<file path="src/rtl/specialkeys_pkg.sv">
// Shared constants for the special-key channel conditioner.
// Channel modes, host command opcodes and the helper that extracts a
// channel's mode from the packed MODES parameter.
package specialkeys_pkg;

  // Per-channel output behaviour
  typedef enum logic [1:0] {
    MODE_LEVEL   = 2'd0,
    MODE_TOGGLE  = 2'd1,
    MODE_ONESHOT = 2'd2,
    MODE_STICKY  = 2'd3
  } mode_e;

  // Host command opcodes (only used when the command port is built in)
  typedef enum logic [1:0] {
    CMD_NONE  = 2'd0,
    CMD_SET   = 2'd1,
    CMD_CLEAR = 2'd2,
    CMD_PULSE = 2'd3
  } cmd_op_e;

  localparam int unsigned CMD_IDX_W = 4;
  localparam int unsigned PULSE_W   = 8;
  localparam int unsigned MODE_W    = 2;

  // Mode of channel idx, packed two bits per channel starting at bit 0
  function automatic mode_e chan_mode(input logic [31:0] modes, input int unsigned idx);
    return mode_e'(modes[MODE_W*idx +: MODE_W]);
  endfunction

endpackage

</file>
<file path="src/rtl/specialkeys_multi_key_debounce.sv">
// One special-key input lane: 2-flop synchroniser, cpu_ce-timed debounce
// and debounced rising-edge detection. DEB_TICKS = 0 bypasses the debounce.
module key_debounce #(
  parameter int unsigned DEB_TICKS = 4
) (
  input  logic clk,
  input  logic reset,
  input  logic i_cpu_ce,
  input  logic i_key,
  output logic o_deb,
  output logic o_rise_c
);

  logic r_sync1;
  logic r_sync2;
  logic r_deb_prev;
  logic w_deb;

  // Bring the asynchronous key level into the clock domain
  always_ff @(posedge clk) begin
    if (reset) begin
      r_sync1 <= 1'b0;
      r_sync2 <= 1'b0;
    end else begin
      r_sync1 <= i_key;
      r_sync2 <= r_sync1;
    end
  end

  generate
    if (DEB_TICKS == 0) begin : g_bypass
      assign w_deb = r_sync2;
    end else begin : g_deb
      localparam int unsigned CNT_W = $clog2(DEB_TICKS + 1);
      logic             r_deb;
      logic [CNT_W-1:0] r_cnt;

      // Accept a new level only after DEB_TICKS consecutive differing cpu_ce ticks
      always_ff @(posedge clk) begin
        if (reset) begin
          r_deb <= 1'b0;
          r_cnt <= '0;
        end else if (r_sync2 == r_deb) begin
          r_cnt <= '0;
        end else if (i_cpu_ce) begin
          if (r_cnt >= CNT_W'(DEB_TICKS - 1)) begin
            r_deb <= r_sync2;
            r_cnt <= '0;
          end else begin
            r_cnt <= r_cnt + CNT_W'(1);
          end
        end
      end

      assign w_deb = r_deb;
    end
  endgenerate

  // Previous debounced level for edge detection (runs every clk)
  always_ff @(posedge clk) begin
    if (reset) begin
      r_deb_prev <= 1'b0;
    end else begin
      r_deb_prev <= w_deb;
    end
  end

  assign o_deb    = w_deb;
  assign o_rise_c = w_deb & ~r_deb_prev;

endmodule

</file>
<file path="src/rtl/specialkeys_multi.sv">
// Multi-channel special-key handler. Each key line is synchronised,
// debounced and edge-detected, then shaped by its per-channel mode:
// level, toggle, one-shot pulse or sticky.
// Optional macro SPECIALKEYS_CMD_EN adds a host command port
// (cmd_valid/cmd_idx/cmd_op) to set, clear or pulse any channel.
module specialkeys_multi
  import specialkeys_pkg::*;
#(
  parameter int unsigned NKEYS     = 4,
  parameter logic [31:0] MODES     = 32'h0000_00E4,
  parameter int unsigned DEB_TICKS = 4,
  parameter int unsigned PULSE_LEN = 8
) (
  input  logic                 clk,
  input  logic                 reset,
  input  logic                 cpu_ce,
  input  logic [NKEYS-1:0]     key_in,
  input  logic [NKEYS-1:0]     clear,
`ifdef SPECIALKEYS_CMD_EN
  input  logic                 cmd_valid,
  input  logic [CMD_IDX_W-1:0] cmd_idx,
  input  logic [1:0]           cmd_op,
`endif
  output logic [NKEYS-1:0]     o_state,
  output logic [NKEYS-1:0]     o_rise,
  output logic [NKEYS-1:0]     o_busy
);

  generate
    for (genvar gi = 0; gi < NKEYS; gi++) begin : g_ch
      localparam mode_e MODE = chan_mode(MODES, gi);

      logic               w_deb;
      logic               w_key_rise;
      logic               w_cmd_set;
      logic               w_cmd_clr;
      logic               w_cmd_pulse;
      logic               w_rise;
      logic               w_set;
      logic               w_clr;
      logic               r_state;
      logic               r_rise;
      logic               r_busy;
      logic [PULSE_W-1:0] r_cnt;

      key_debounce #(
        .DEB_TICKS (DEB_TICKS)
      ) u_key (
        .clk      (clk),
        .reset    (reset),
        .i_cpu_ce (cpu_ce),
        .i_key    (key_in[gi]),
        .o_deb    (w_deb),
        .o_rise_c (w_key_rise)
      );

`ifdef SPECIALKEYS_CMD_EN
      logic w_cmd_hit;
      // Indices at or above NKEYS never match any channel
      assign w_cmd_hit   = cmd_valid && (cmd_idx == CMD_IDX_W'(gi));
      assign w_cmd_set   = w_cmd_hit && (cmd_op == CMD_SET);
      assign w_cmd_clr   = w_cmd_hit && (cmd_op == CMD_CLEAR);
      assign w_cmd_pulse = w_cmd_hit && (cmd_op == CMD_PULSE);
`else
      assign w_cmd_set   = 1'b0;
      assign w_cmd_clr   = 1'b0;
      assign w_cmd_pulse = 1'b0;
`endif

      // A host pulse and a key rise in the same clk merge into one rise
      assign w_rise = w_key_rise | w_cmd_pulse;
      assign w_set  = w_cmd_set;
      assign w_clr  = clear[gi] | w_cmd_clr;

      // Mode shaping: clear beats set, set beats rise
      always_ff @(posedge clk) begin
        if (reset) begin
          r_state <= 1'b0;
          r_rise  <= 1'b0;
          r_busy  <= 1'b0;
          r_cnt   <= '0;
        end else begin
          r_rise <= w_rise;
          case (MODE)
            MODE_LEVEL: begin
              r_state <= w_deb;
            end
            MODE_TOGGLE: begin
              if (w_clr) begin
                r_state <= 1'b0;
              end else if (w_set) begin
                r_state <= 1'b1;
              end else if (w_rise) begin
                r_state <= ~r_state;
              end
            end
            MODE_STICKY: begin
              if (w_clr) begin
                r_state <= 1'b0;
              end else if (w_set || w_rise) begin
                r_state <= 1'b1;
              end
            end
            MODE_ONESHOT: begin
              // Rises while pulsing are dropped; the count only moves on cpu_ce
              if (r_busy) begin
                if (cpu_ce) begin
                  if (r_cnt == PULSE_W'(1)) begin
                    r_state <= 1'b0;
                    r_busy  <= 1'b0;
                    r_cnt   <= '0;
                  end else begin
                    r_cnt <= r_cnt - PULSE_W'(1);
                  end
                end
              end else if (w_rise) begin
                r_state <= 1'b1;
                r_busy  <= 1'b1;
                r_cnt   <= PULSE_W'(PULSE_LEN);
              end
            end
          endcase
        end
      end

      assign o_state[gi] = r_state;
      assign o_rise[gi]  = r_rise;
      assign o_busy[gi]  = r_busy;
    end
  endgenerate

endmodule

</file>
<file path="config.mk">
export PLATFORM = sky130hd
export DESIGN_NAME = specialkeys_multi
export DESIGN_NICKNAME = d
export VERILOG_FILES = /design/src/rtl/specialkeys_pkg.sv /design/src/rtl/specialkeys_multi_key_debounce.sv /design/src/rtl/specialkeys_multi.sv
export SDC_FILE = /design/constraint.sdc
export NUM_CORES = 1
export LEC_CHECK = 0
export BUFFER_PORTS_ARGS = -buffer_cell sky130_fd_sc_hd__clkbuf_2
export CORE_MARGIN = 2
export CORE_UTILIZATION = 55
export CTS_BUF_LIST = sky130_fd_sc_hd__clkbuf_8
export CTS_CLUSTER_DIAMETER = 120
export DETAILED_ROUTE_END_ITERATION = 6
export GPL_ROUTABILITY_DRIVEN = 0
export GPL_TIMING_DRIVEN = 0
export MAX_ROUTING_LAYER = met4
export PLACE_DENSITY = 0.76
export SYNTH_ARGS = -nofsm -noshare
export SYNTH_HDL_FRONTEND = slang
export SYNTH_SLANG_ARGS = --single-unit
export TNS_END_PERCENT = 1
</file>
<file path="constraint.sdc">
create_clock -name clk -period 3 [get_ports clk]
set_input_delay 0.6 -clock clk [delete_from_list [all_inputs] [get_ports clk]]
set_output_delay 0.6 -clock clk [all_outputs]
set_load 0.03 [all_outputs]
</file>
==> flow_summary.json, run 1 <==
{
  "netlist_instances": 222,
  "finClkSkew_ps": 2.83,
  "achievable-frequency_mhz": 551,
  "postSynth.asyncResetShare_pct": 0,
  "timing.critical_path.max_delay_family": "simple AND/OR/NAND/NOR gates",
  "fin_hold_ws_ps": 399,
  "routed_via_density": 5.19,
  "antenna_found_initial": 0,
  "postSynthAreaPerCell_um2": 8.96,
  "clock-sinks": 44,
  "largest_net_degree_at_the_start_of_global_routing": 14,
  "postRouteAntennaNets": 0,
  "grt.total_usage_pct": 20.0,
  "relSlewSlack_pct": 57.1,
  "io_buffer_count": 16,
  "global_route_wire_length_before_repair_mm": 6.10,
  "cts_hold_buf": 0,
  "setup.reg_to_reg.worst_slack_ps": 1180,
  "max_cap_viol_count": 0,
  "drc": 0,
  "clock_tree.buffer_depth": 2,
  "cp_slowest_stage_delay_ps": 510,
  "outcome": "complete, no violations",
  "area_growth_pct": 13.6,
  "cells_resized_by_post_cts_repair": 0,
  "core_region_area_mm2": 0.00342,
  "number_of_enable_flip_flop_cells_after_synthesis": 0,
  "critPathLaunchType": "flop",
  "chipHeight_um": 64.1,
  "postCtsSetupRepairBufs": 0,
  "power.density_cell_area_mw_per_mm2": 497,
  "holdCritPathClass": "flop to flop",
  "critical_path_buf_inv_count": 1,
  "ys_seq_area_share_pct": 44.3,
  "cp_cell_sequence": "inv_1 > ha_1 > or4b_4 > a2111oi_4 > nor2_1 > a21oi_1",
  "slew_violations": 0,
  "route.detailed.wl_per_inst_um": 12.0,
  "grt_use_met2_pct": 31.1,
  "worst-slew-pin-transition_ps": 643,
  "critical-path-slowest-cell": "or4b_4",
  "ys_seq_elements": 44,
  "worstPathArrival_ps": 2050,
  "number_of_global_route_vias_before_repair": 1403,
  "overall_routed_net_length_mm": 3.54,
  "unrepaired_setup_endpoints_after_global_routing": "no",
  "grt-ovfl-total": 0,
  "layout.filler_cells": 306,
  "ys.warnings.count": 0,
  "final_hold_viol_count": 0,
  "root_buffer": "clkbuf_8",
  "rows": 21,
  "timing.final.crit_period_ps": 1820,
  "drt_pre_antenna_iters": 4,
  "unique_cell_type_count_in_the_yosys_netlist": 39,
  "final_min_period_over_clock_period_pct": 60.5,
  "setup_viol_count_final": 0,
  "cts.reportedPaths.clkPinSlew_ps": 80,
  "area_of_the_multi_input_gates_um2": 957,
  "antenna_fix_cells": 0,
  "seq_area_um2": 881,
  "layout_cells_sized_above_1_pct": 17.3,
  "timing.critical_path.fanout_max": 5,
  "tritoncts": "built",
  "worstSetupEndpointType": "flop",
  "chipWidth_um": 64.1,
  "setup_total_negative_slack_ps": 0,
  "power_leakage_nw": 1.00,
  "drt_iter0_drc": 58,
  "ir_worst_vdd_mv": 0.377,
  "syn-cell-area_mm2": 0.00199,
  "worst-endpoint-required_ps": 3230,
  "design.portCount": 23,
  "grtUsageMet3_pct": 6.69,
  "nets_finish": 268,
  "dominantRegCellSynth": "dfxtp_1",
  "critPathKind": "flop to flop",
  "detailedPlacementHpwl_mm": 2.37,
  "groute.layer.met1.usage_pct": 23.5,
  "initial_core_util_pct": 58.2,
  "most_utilized_layer_in_the_global_route_result": "met2",
  "clock_insertion_delay_worst_skew_ps": 300,
  "die-area_mm2": 0.00411,
  "htree_levels": 2,
  "vias": 1527,
  "cts_made_buffers": 5
}
[power breakdown]
| group | internal (mW) | leakage (nW) | switching [mW] |
|---|---|---|---|
| sequential | 0.589 | 0.356 | 0.00306 |
| clock | 0.294 | 0.0645 | 0.194 |
| combinational | 0.0165 | 0.582 | 0.0270 |
| total | 0.900 | 1.00 | 0.224 |
[cell usage after synthesis (4+ instances only)]
cell type	n	area [µm²]
inv_1	11	41.3
nor2_1	26	97.6
nor2b_1	20	125
a211o_1	4	35.0
ha_1	10	125
xor2_1	4	35.0
dfxtp_1	44	881
nor3_1	4	20.0
nand2_1	21	78.8
a21oi_1	10	50.1
nand3_1	8	40.0
mux2i_1	9	90.1
buf_4	12	90.1
o22ai_1	4	25.0
[worst reg2reg max path, cell delays in order (launching register included)]
cell and delay (ps):
dfxtp_1 330, inv_1 90, ha_1 250, or4b_4 510, a2111oi_4 350, nor2_1 70, a21oi_1 140
[sequential cells by signal, summed over array words and instances, names as in the netlist]
signal	cells
g_ch.r_state	3
g_ch.u_key.r_sync2	4
g_ch.u_key.g_deb.r_cnt	12
g_ch.u_key.r_deb_prev	4
g_ch.u_key.o_deb	4
g_ch.u_key.r_sync1	4
g_ch.r_rise	4
g_ch.r_busy	1
g_ch.r_cnt	8
[metal layers]
metal / vias to the layer above / part of all wire [%]
li1: 787 / -
met1: 699 / 48
met2: 29 / 46
met3: 12 / 4.2
met4: 0 / 2.1
met5: - / 0
[final timing paths]
| path | startpoint | end | depth (start not counted) |
|---|---|---|---|
| max reg2reg | g_ch[2].r_cnt[0] | g_ch[2].r_cnt[6] | 6 |
| min | g_ch[3].u_key.r_deb_prev | g_ch[3].r_rise | 1 |
| max | g_ch[2].r_cnt[0] | g_ch[2].r_cnt[6] | 6 |
| min reg2reg | g_ch[3].u_key.r_deb_prev | g_ch[3].r_rise | 1 |
[kinds of logic (layout without fill, tap and decap cells)]
| family | after synthesis | after routing | share of synthesized area [%] |
|---|---|---|---|
| simple gates | 91 | 91 | 23.1 |
| flops | 44 | 44 | 44.3 |
| compound gates | 32 | 32 | 11.4 |
| buf+inv | 30 | 54 | 7.99 |
| fa+ha+maj | 10 | 10 | 6.29 |
| mux | 9 | 9 | 4.53 |
| xor+xnor | 5 | 5 | 2.20 |
| other cells | 1 | 3 | 0.188 |
[final cells by class]
type,count,share of cell area (%)
multi-input cells,150,42.3
flip-flops and latches,44,39.0
plain buffers,18,5.04
clock buffers,7,4.26
repair buffers,16,3.54
well taps,46,2.55
inverters,12,1.99
clock inverters,1,1.33
[placed cells by master, fill, tap and decap left out, types with 3 or more instances in the layout]
cell      instances
dfxtp_1          44
nor2_1           26
nand2_1          21
nor2b_1          20
clkbuf_2         16
buf_4            12
inv_1            11
a21oi_1          10
ha_1             10
mux2i_1           9
nand3_1           8
clkbuf_8          7
xor2_1            4
a211o_1           4
o22ai_1           4
nor3_1            4
clkbuf_1          3
o21ai_1           3
a31oi_1           3
conb_1            3
[stage by stage]
step           setup WS [ps]  area (µm²)  utilization, %  power [mW]  cells
5_1_grt                 1060        2260            66.2        1.16    294
3_5_place_dp            1040        2130            62.5       0.650    286
3_3_place_gp            1100        2130            62.5       0.649    286
2_1_floorplan           1350        2000               -       0.637    224
6_report                1180        2260            66.2        1.12    294
4_1_cts                 1200        2260            66.2        1.13    294
(Power assumes the default switching activity.)
==> run 2: changes to the inputs <==
ABC_AREA = 1   (was not set)
clock period = 1.8 ns   (was 3 ns; I/O delays follow)
==> run 2 against run 1 <==
Routed wire length fell by 6.0%. Combinational power rose by 80%. Non-clock buffer count did not move. Total power rose by 52%. Critical path depth fell by 4. Setup slack got worse by 780 ps. Clock skew rose by 3.6 ps. Design area rose by 2.7%. Register-to-register slack got worse by 730 ps. Critical path type is now flop to output port. Critical endpoint is now o_busy[2]. Largest power group unchanged.
==> flow_summary.json, run 2 <==
{
  "outcome": "complete, no violations",
  "worstSetupEndpointType": "output port",
  "ys_top_cells_by_area": "dfxtp_1 42%, inv_1 7.2%, nand2_1 6.9%",
  "xor_xnor_share_of_the_synthesized_area_pct": 0.421,
  "antenna_found_initial": 0,
  "unique_cell_type_count_in_the_yosys_netlist": 33,
  "routed_via_density": 4.62,
  "unrepaired_setup_endpoints_after_global_routing": "no",
  "leading_cell_type_in_the_layout_fill_and_taps_excluded": "dfxtp_1",
  "cts_made_buffers": 5,
  "finClkSkew_ps": 6.45,
  "chipHeight_um": 65.5,
  "synth.most_common_cell": "dfxtp_1",
  "layout.filler_cells": 344,
  "io_buffer_count": 16,
  "clock-sinks": 44,
  "ys_seq_elements": 44,
  "postCtsSetupRepairBufs": 0,
  "cts_hold_buf": 0,
  "layout_top_registers": "g_ch.u_key.g_deb.r_cnt: 12 flops, g_ch.r_cnt: 8 flops",
  "number_of_enable_flip_flop_cells_after_synthesis": 0,
  "grt-ovfl-total": 0,
  "synth_commonest_cells": "44 x dfxtp_1, 40 x inv_1, 38 x nand2_1",
  "synth_largest_type_area_fraction_pct": 42.4,
  "final_min_period_over_clock_period_pct": 77.6,
  "dominantRegCellSynth": "dfxtp_1",
  "cts.reportedPaths.clkPinSlew_ps": 80,
  "root_buffer": "clkbuf_8",
  "number_of_global_route_vias_before_repair": 1448,
  "drt_iter0_drc": 63,
  "postSynthAreaPerCell_um2": 7.81,
  "timing.critical_path.fanout_max": 4,
  "critPathLaunchType": "flop",
  "drt_pre_antenna_iters": 4,
  "die-area_mm2": 0.00429,
  "route.detailed.wl_per_inst_um": 9.81,
  "clock_tree.buffer_depth": 2,
  "power.density_cell_area_mw_per_mm2": 736,
  "max_flop_register": "g_ch.u_key.g_deb.r_cnt",
  "overall_routed_net_length_mm": 3.33,
  "setup_viol_count_final": 0,
  "timing.final.crit_period_ps": 1400,
  "worst-endpoint-required_ps": 1440,
  "achievable-frequency_mhz": 716,
  "power_leakage_nw": 0.985,
  "drc": 0,
  "chipWidth_um": 65.5,
  "design.portCount": 23,
  "htree_levels": 2,
  "antenna_fix_cells": 0,
  "compound_gate_fraction_of_synth_area_pct": 11.5,
  "area_growth_pct": 11.7,
  "postSynth.asyncResetShare_pct": 0,
  "clock_insertion_delay_worst_skew_ps": 290,
  "syn-cell-area_mm2": 0.00208,
  "global_route_wire_length_before_repair_mm": 5.96,
  "grt.total_usage_pct": 18.5,
  "design_power_total_mw": 1.71,
  "tritoncts": "built",
  "detailedPlacementHpwl_mm": 2.54,
  "critPathKind": "flop to output port",
  "vias": 1567,
  "yosys.area_share.adder_pct": 6.02,
  "yosys.area.top_type": "dfxtp_1",
  "rows": 22,
  "ir_worst_vdd_mv": 0.643,
  "max_reg_flops": 12,
  "holdCritPathClass": "input port to flop",
  "setup_total_negative_slack_ps": 0,
  "cells_resized_by_post_cts_repair": 0,
  "post_synth_mux_area_share_pct": 0,
  "slew_violations": 0,
  "max_cap_viol_count": 0,
  "synth_top_family_by_area": "simple AND/OR/NAND/NOR gates",
  "synth_simple_gate_area_share_pct": 25.4,
  "worstPathArrival_ps": 1040,
  "ys_seq_area_share_pct": 42.4,
  "largest_net_degree_at_the_start_of_global_routing": 13,
  "postRouteAntennaNets": 0,
  "final_cell_mix": "44 x dfxtp_1, 40 x inv_1, 38 x nand2_1, 37 x nor2_1, 19 x a21oi_1",
  "initial_core_util_pct": 57.2,
  "nets_finish": 312,
  "netlist_instances": 266,
  "layout_cells_sized_above_1_pct": 22.3,
  "core_region_area_mm2": 0.00363,
  "final_hold_viol_count": 0,
  "ys.warnings.count": 0
}
## run 2: final cells by class
cell class / count / area (µm²) / share of cell area (%)
Timing Repair Buffer: 16 / 80.1 / 3.45
Tap cell: 48 / 60.1 / 2.59
Sequential cell: 44 / 881 / 37.9
Clock buffer: 7 / 96.3 / 4.15
Inverter: 42 / 160 / 6.90
Buffer: 18 / 133 / 5.71
Multi-Input combinational cell: 164 / 912 / 39.3
## run 2: path summary, 6_finish.rpt
| kind | depth (start not counted) | slack, ps | start | endpoint |
|---|---|---|---|---|
| setup / recovery | 2 | 400 | g_ch[2].r_busy | o_busy[2] |
| hold / removal | 2 | 220 | clear[3] | g_ch[3].r_state |
| setup reg to reg | 8 | 450 | g_ch[1].u_key.g_deb.r_cnt[0] | g_ch[1].u_key.o_deb |
| hold reg to reg | 2 | 400 | g_ch[2].u_key.r_sync1 | g_ch[2].u_key.r_sync2 |
## run 2: cell families (layout without fill, tap and decap cells)
| family | count (synthesis) | count (layout) |
|---|---|---|
| fa+ha+maj | 10 | 10 |
| flops | 44 | 44 |
| buf+inv | 60 | 83 |
| compound gates | 40 | 40 |
| other cells | 1 | 3 |
| xor+xnor | 1 | 1 |
| simple gates | 110 | 110 |
## run 2: critical path: stages (launching register included)
cell and delay [ps]:
dfxtp_1 420, buf_4 140, clkbuf_2 190
## run 2: power by group
part	internal [mW]	total, mW	switching (mW)
Combinational	0.0291	0.0785	0.0494
Clock	0.341	0.643	0.301
Sequential	0.983	0.988	0.00535
## run 2: metrics by stage
stage               area, µm²  utilization [%]  instances  worst slack [ps]  hold WS [ps]
finish                   2320             63.9        339               402           224
detailed placement       2230             61.3        332               447           392
CTS                      2320             63.9        339               386           222
global placement         2230             61.3        332               483           390
global route             2320             63.9        339               238           211
floorplan                2090                -        268               566           383
## run 2: metal layers
layer	up-vias	part of all wire (%)	global-route usage [%]
li1	867	-	-
met1	677	48	20.5
met2	17	47	31.4
met3	6	3.3	5.31
met4	0	1.4	7.03
met5	-	0	-
